===== src/rtl/lfsr_prng_gen.sv =====
// lfsr_prng_gen
//   Parametrised Fibonacci LFSR pseudo-random generator with a valid/ready
//   output, lock-up recovery, full-period (wrap) detection and a beat counter.
//
// Ports
//   clk        in   1      rising-edge clock
//   rst        in   1      synchronous active-high reset
//   en         in   1      allow generation of new beats
//   seed_val   in   1      load seed this cycle
//   seed       in   WIDTH  seed value
//   out_ready  in   1      consumer accepts out_data
//   out_valid  out  1      out_data holds a fresh value
//   out_data   out  WIDTH  generated value
//   lockup     out  1      1-cycle pulse: lock-up state replaced by RST_SEED
//   wrap       out  1      1-cycle pulse: produced value equals start value
//   step_cnt   out  CNT_W  beats generated since last seed/reset
module lfsr_prng_gen #(
    parameter int                 WIDTH    = 8,
    parameter logic [WIDTH-1:0]   TAPS     = 8'hB8,
    parameter int                 USE_XNOR = 0,
    parameter int                 STEPS    = 1,
    parameter logic [WIDTH-1:0]   RST_SEED = 1,
    parameter int                 CNT_W    = 16
) (
    input  logic             clk,
    input  logic             rst,
    input  logic             en,
    input  logic             seed_val,
    input  logic [WIDTH-1:0] seed,
    input  logic             out_ready,
    output logic             out_valid,
    output logic [WIDTH-1:0] out_data,
    output logic             lockup,
    output logic             wrap,
    output logic [CNT_W-1:0] step_cnt
);

    // The state an XOR LFSR can never leave is all-zeros; for XNOR it is all-ones.
    localparam logic [WIDTH-1:0] LOCK = (USE_XNOR != 0) ? '1 : '0;

    logic [WIDTH-1:0] state_q, state_d;
    logic [WIDTH-1:0] start_q, start_d;
    logic [WIDTH-1:0] data_q,  data_d;
    logic             valid_q, valid_d;
    logic [CNT_W-1:0] cnt_q,   cnt_d;
    logic             lockup_q, lockup_d;
    logic             wrap_q,  wrap_d;

    logic [WIDTH-1:0] nxt;
    logic             advance;

    function automatic logic [WIDTH-1:0] shift_once(input logic [WIDTH-1:0] s);
        logic fb;
        fb = (^(s & TAPS)) ^ (USE_XNOR != 0);
        return {s[WIDTH-2:0], fb};
    endfunction

    // STEPS shifts chained combinationally so one beat covers the whole group.
    always_comb begin
        nxt = state_q;
        for (int i = 0; i < STEPS; i++) begin
            nxt = shift_once(nxt);
        end
    end

    // A held, unaccepted beat blocks generation regardless of en.
    assign advance = en && (!valid_q || out_ready);

    always_comb begin
        state_d  = state_q;
        start_d  = start_q;
        data_d   = data_q;
        valid_d  = valid_q;
        cnt_d    = cnt_q;
        lockup_d = 1'b0;
        wrap_d   = 1'b0;
        if (seed_val) begin
            // Seeding discards any pending beat and restarts the count.
            valid_d = 1'b0;
            cnt_d   = '0;
            if (seed == LOCK) begin
                state_d  = RST_SEED;
                start_d  = RST_SEED;
                lockup_d = 1'b1;
            end else begin
                state_d = seed;
                start_d = seed;
            end
        end else if (advance) begin
            valid_d = 1'b1;
            cnt_d   = cnt_q + CNT_W'(1);
            if (state_q == LOCK) begin
                // Upset into the dead state: emit the recovery seed instead.
                state_d  = RST_SEED;
                data_d   = RST_SEED;
                lockup_d = 1'b1;
            end else begin
                state_d = nxt;
                data_d  = nxt;
                wrap_d  = (nxt == start_q);
            end
        end else if (valid_q && out_ready) begin
            // Accepted with en low: the beat is consumed, state holds.
            valid_d = 1'b0;
        end
    end

    always_ff @(posedge clk) begin
        if (rst) begin
            state_q  <= RST_SEED;
            start_q  <= RST_SEED;
            data_q   <= '0;
            valid_q  <= 1'b0;
            cnt_q    <= '0;
            lockup_q <= 1'b0;
            wrap_q   <= 1'b0;
        end else begin
            state_q  <= state_d;
            start_q  <= start_d;
            data_q   <= data_d;
            valid_q  <= valid_d;
            cnt_q    <= cnt_d;
            lockup_q <= lockup_d;
            wrap_q   <= wrap_d;
        end
    end

    assign out_valid = valid_q;
    assign out_data  = data_q;
    assign lockup    = lockup_q;
    assign wrap      = wrap_q;
    assign step_cnt  = cnt_q;

endmodule

===== config.mk =====
export PLATFORM = sky130hd
export DESIGN_NAME = lfsr_prng_gen
export DESIGN_NICKNAME = d
export VERILOG_FILES = /design/src/rtl/lfsr_prng_gen.sv
export SDC_FILE = /design/constraint.sdc
export NUM_CORES = 1
export LEC_CHECK = 0
export BUFFER_PORTS_ARGS = -buffer_cell sky130_fd_sc_hd__buf_2
export CORE_MARGIN = 3
export CORE_UTILIZATION = 45
export CTS_BUF_LIST = sky130_fd_sc_hd__clkbuf_4 sky130_fd_sc_hd__clkbuf_8
export CTS_CLUSTER_SIZE = 40
export DETAILED_ROUTE_END_ITERATION = 7
export PLACE_DENSITY = 0.73
export SLEW_MARGIN = 15
export SYNTH_ARGS = -nofsm -noshare
export SYNTH_HDL_FRONTEND = slang
export SYNTH_SLANG_ARGS = --single-unit

===== constraint.sdc =====
create_clock -name clk -period 1.6 [get_ports clk]
set_input_delay 0.16 -clock clk [delete_from_list [all_inputs] [get_ports clk]]
set_output_delay 0.16 -clock clk [all_outputs]
set_load 0.02 [all_outputs]

==> results.toml <==
[floorplanning]
rows = 23
effective_utilization_at_floorplan = 0.483
die-area_um2 = 5290
io-pin-count = 40
die_height_um = 72.7
area_of_the_core_um2 = 4140
chipWidth_um = 72.7

[drt]
via_count = 1800
iteration_0_drc_count_of_the_detailed_router = 81
firstDrtPassIters = 4
totalWireLength_mm = 4.53
detail_route.drc_violations = 0
drtAntennaViolNets = 0
detail_route.wl_per_cell_um = 14.0
route.detailed.vias_per_inst = 5.57

[setup_path]
timing_worst_setup_path_type = "reg2reg"
timing.critical_path.fanout_max = 7
timing.critical_path.cells = "and4_4 > nand4_4 > or4_1 > a21oi_1"
cpMaxStageDelayCell = "or4_1"
cp_peak_stage_delay_ps = 520
cp_data_required_time_ps = 1820
cp-end-kind = "flip-flop"
startpoint_type = "flip-flop"
worst-endpoint-arrival_ps = 1710

[logic_synthesis]
synth_enable_flop_cells = 0
synth.top_cell.area_share = 0.430
synthesis.nets = 241
post_synth_instance_area_um2 = 2000
number_of_instances_in_the_synthesized_netlist = 226
yosys-top-cells-area = "dfxtp_1, a21oi_1, xor2_1"
synth_seq_area_share = 0.430
synth_area_leader_cell = "dfxtp_1"
synthFlopType = "dfxtp_1"
distinct_cell_type_count_of_the_synthesized_netlist = 42
yosysMostFrequentCell = "dfxtp_1"
synth.yosys.warnings = 0
synth_area_per_cell_um2 = 8.86
postSynthRegisterBits = 43
post_synth_most_frequent_cells = "dfxtp_1, a21oi_1, nand2_1"
asyncSetResetFlopFracSynth = 0

[finish]
drive_gt1_frac = 0.304
storage_cell_area_um2 = 872
layout.cells.non_filler = 323
antenna_cells = 0
fillers = 388
area_of_combinational_cells_with_multiple_inputs_um2 = 1060
design.final.nets = 287
areaGrowthSynthToFinish_pct = 22.5

[clocking]
clk_latency_ps = 290
cts.clk_slew.worst_paths_ps = 80
cts_tree = "yes"
number_of_h_tree_levels = 2
tritoncts.num_buffers = 5
ctsRootBufferMaster = "clkbuf_8"
cts-hold-fix-buffers = 0
cts-root-to-sink-buffers = 2
clock_sink_count = 43

[pwr]
maximum_ir_drop_on_the_vdd_rail_v = 0.000699
power_per_cell_area_nw_per_um2 = 991
cellLeakagePower_nw = 1.06
post-layout-total-power_mw = 2.43

[place]
placed_cells = 314
place.gp.congestion = 0.960
buffer_ports.inserted = 39
place_hpwl_mm = 3.34

[timing]
hold_viol = 0
final.setup_skew_ps = 8.70
clock.fmax_ghz = 0.673
setup-tns-final_ps = 0
finalCritPeriodShare = 0.929
headroom_to_the_max_slew_limit = 0.754
finalWorstPathRequiredPeriod_ps = 1490
worst_slew_pin_slew_ps = 367
setup-violations-final = 0
slew_viol_final = 0
rsz0062_at_grt = "false"

[global_routing]
grt-ovfl-total = 0
number_of_antenna_violations_at_the_first_check_in_global_routing = 0
maximum_number_of_pins_on_one_net_before_global_route_repair = 18
vias_in_the_first_global_route = 1667
total_grt_usage = 0.184
global_route_wire_length_before_repair_mm = 7.70

[flow_run]
max_cap_viol_count = 0

[status]
status = "completed"

[worst_hold_path]
hold_class = "in2reg"
per-layer routing:
| layer | routed length [um] | global-route usage | part of all wire | vias up |
|---|---|---|---|---|
| met3 | 226 | 0.0386 | 0.050 | 2 |
| met2 | 2150 | 0.295 | 0.47 | 45 |
| met4 | 19 | 0.0553 | 0.0042 | 0 |
| met1 | 2140 | 0.248 | 0.47 | 861 |
| li1 | - | - | - | 892 |
| met5 | 0 | 0 | 0 | - |
area by class of cell:
class,instances,area share
Clock inverter,2,0.0245
Inverter,5,0.00765
Timing Repair Buffer,53,0.122
Clock buffer,6,0.0311
Sequential cell,43,0.356
Multi-Input combinational cell,164,0.433
Tap cell,50,0.0255
registers in the layout, summed over array words and instances (netlist names):
signal	flops
step_cnt	16
out_data	8
start_q	8
state_q	8
lockup	1
out_valid	1
wrap	1
kinds of logic after synthesis:
family | synth area share
AOI/OAI and AO/OA | 0.138
xor gates and xnor gates | 0.0656
adders and majority gates | 0.0125
buffers and inverters | 0.0513
DFF | 0.430
muxes | 0.0400
and+or+nand+nor | 0.262
layout by cell type (no fill, tap or decap), types with 6 or more instances in the layout:
| cell | count |
|---|---|
| buf_2 | 39 |
| dfxtp_1 | 34 |
| a21oi_1 | 24 |
| nand2_1 | 19 |
| nor2_1 | 16 |
| buf_4 | 14 |
| xor2_1 | 9 |
| o21ai_0 | 9 |
| dfxtp_2 | 9 |
| mux2i_1 | 8 |
| or3_1 | 7 |
| nand3_1 | 6 |
power breakdown:
group	switching [mW]	internal (mW)
sequential	0.0416	1.11
combinational	0.155	0.128
clock	0.354	0.641
total	0.550	1.88
through the flow:
| stage | utilization | cell area (um^2) | hold WS (ps) | worst slack (ps) |
|---|---|---|---|---|
| 2_1_floorplan | - | 2000 | 307 | 9.67 |
| 3_3_place_gp | 0.549 | 2270 | 418 | 109 |
| 3_5_place_dp | 0.549 | 2270 | 431 | 64.2 |
| 4_1_cts | 0.582 | 2410 | 133 | 20.5 |
| 5_1_grt | 0.592 | 2450 | 139 | 2.03 |
| 6_report | 0.592 | 2450 | 135 | 114 |
critical path: cells and delay by family (launching register included):
| kind | cells | cell delay [ps] |
|---|---|---|
| AOI/OAI and AO/OA | 1 | 140 |
| DFF | 1 | 380 |
| and+or+nand+nor | 3 | 900 |
final timing paths:
path	from	endpoint	slack (ps)	cells after the start
min reg2reg	out_data[4]	out_data[4]	450	2
max	step_cnt[7]	step_cnt[15]	110	4
min	seed[1]	start_q[1]	130	3
max reg2reg	step_cnt[7]	step_cnt[15]	110	4
timing repair:
item | CTS | global route
buffers inserted | 0 | 1
resized for setup | 0 | 12
setup endpoints to repair | 0 | 11
No activity file was read; power rests on OpenSTA's default activity.
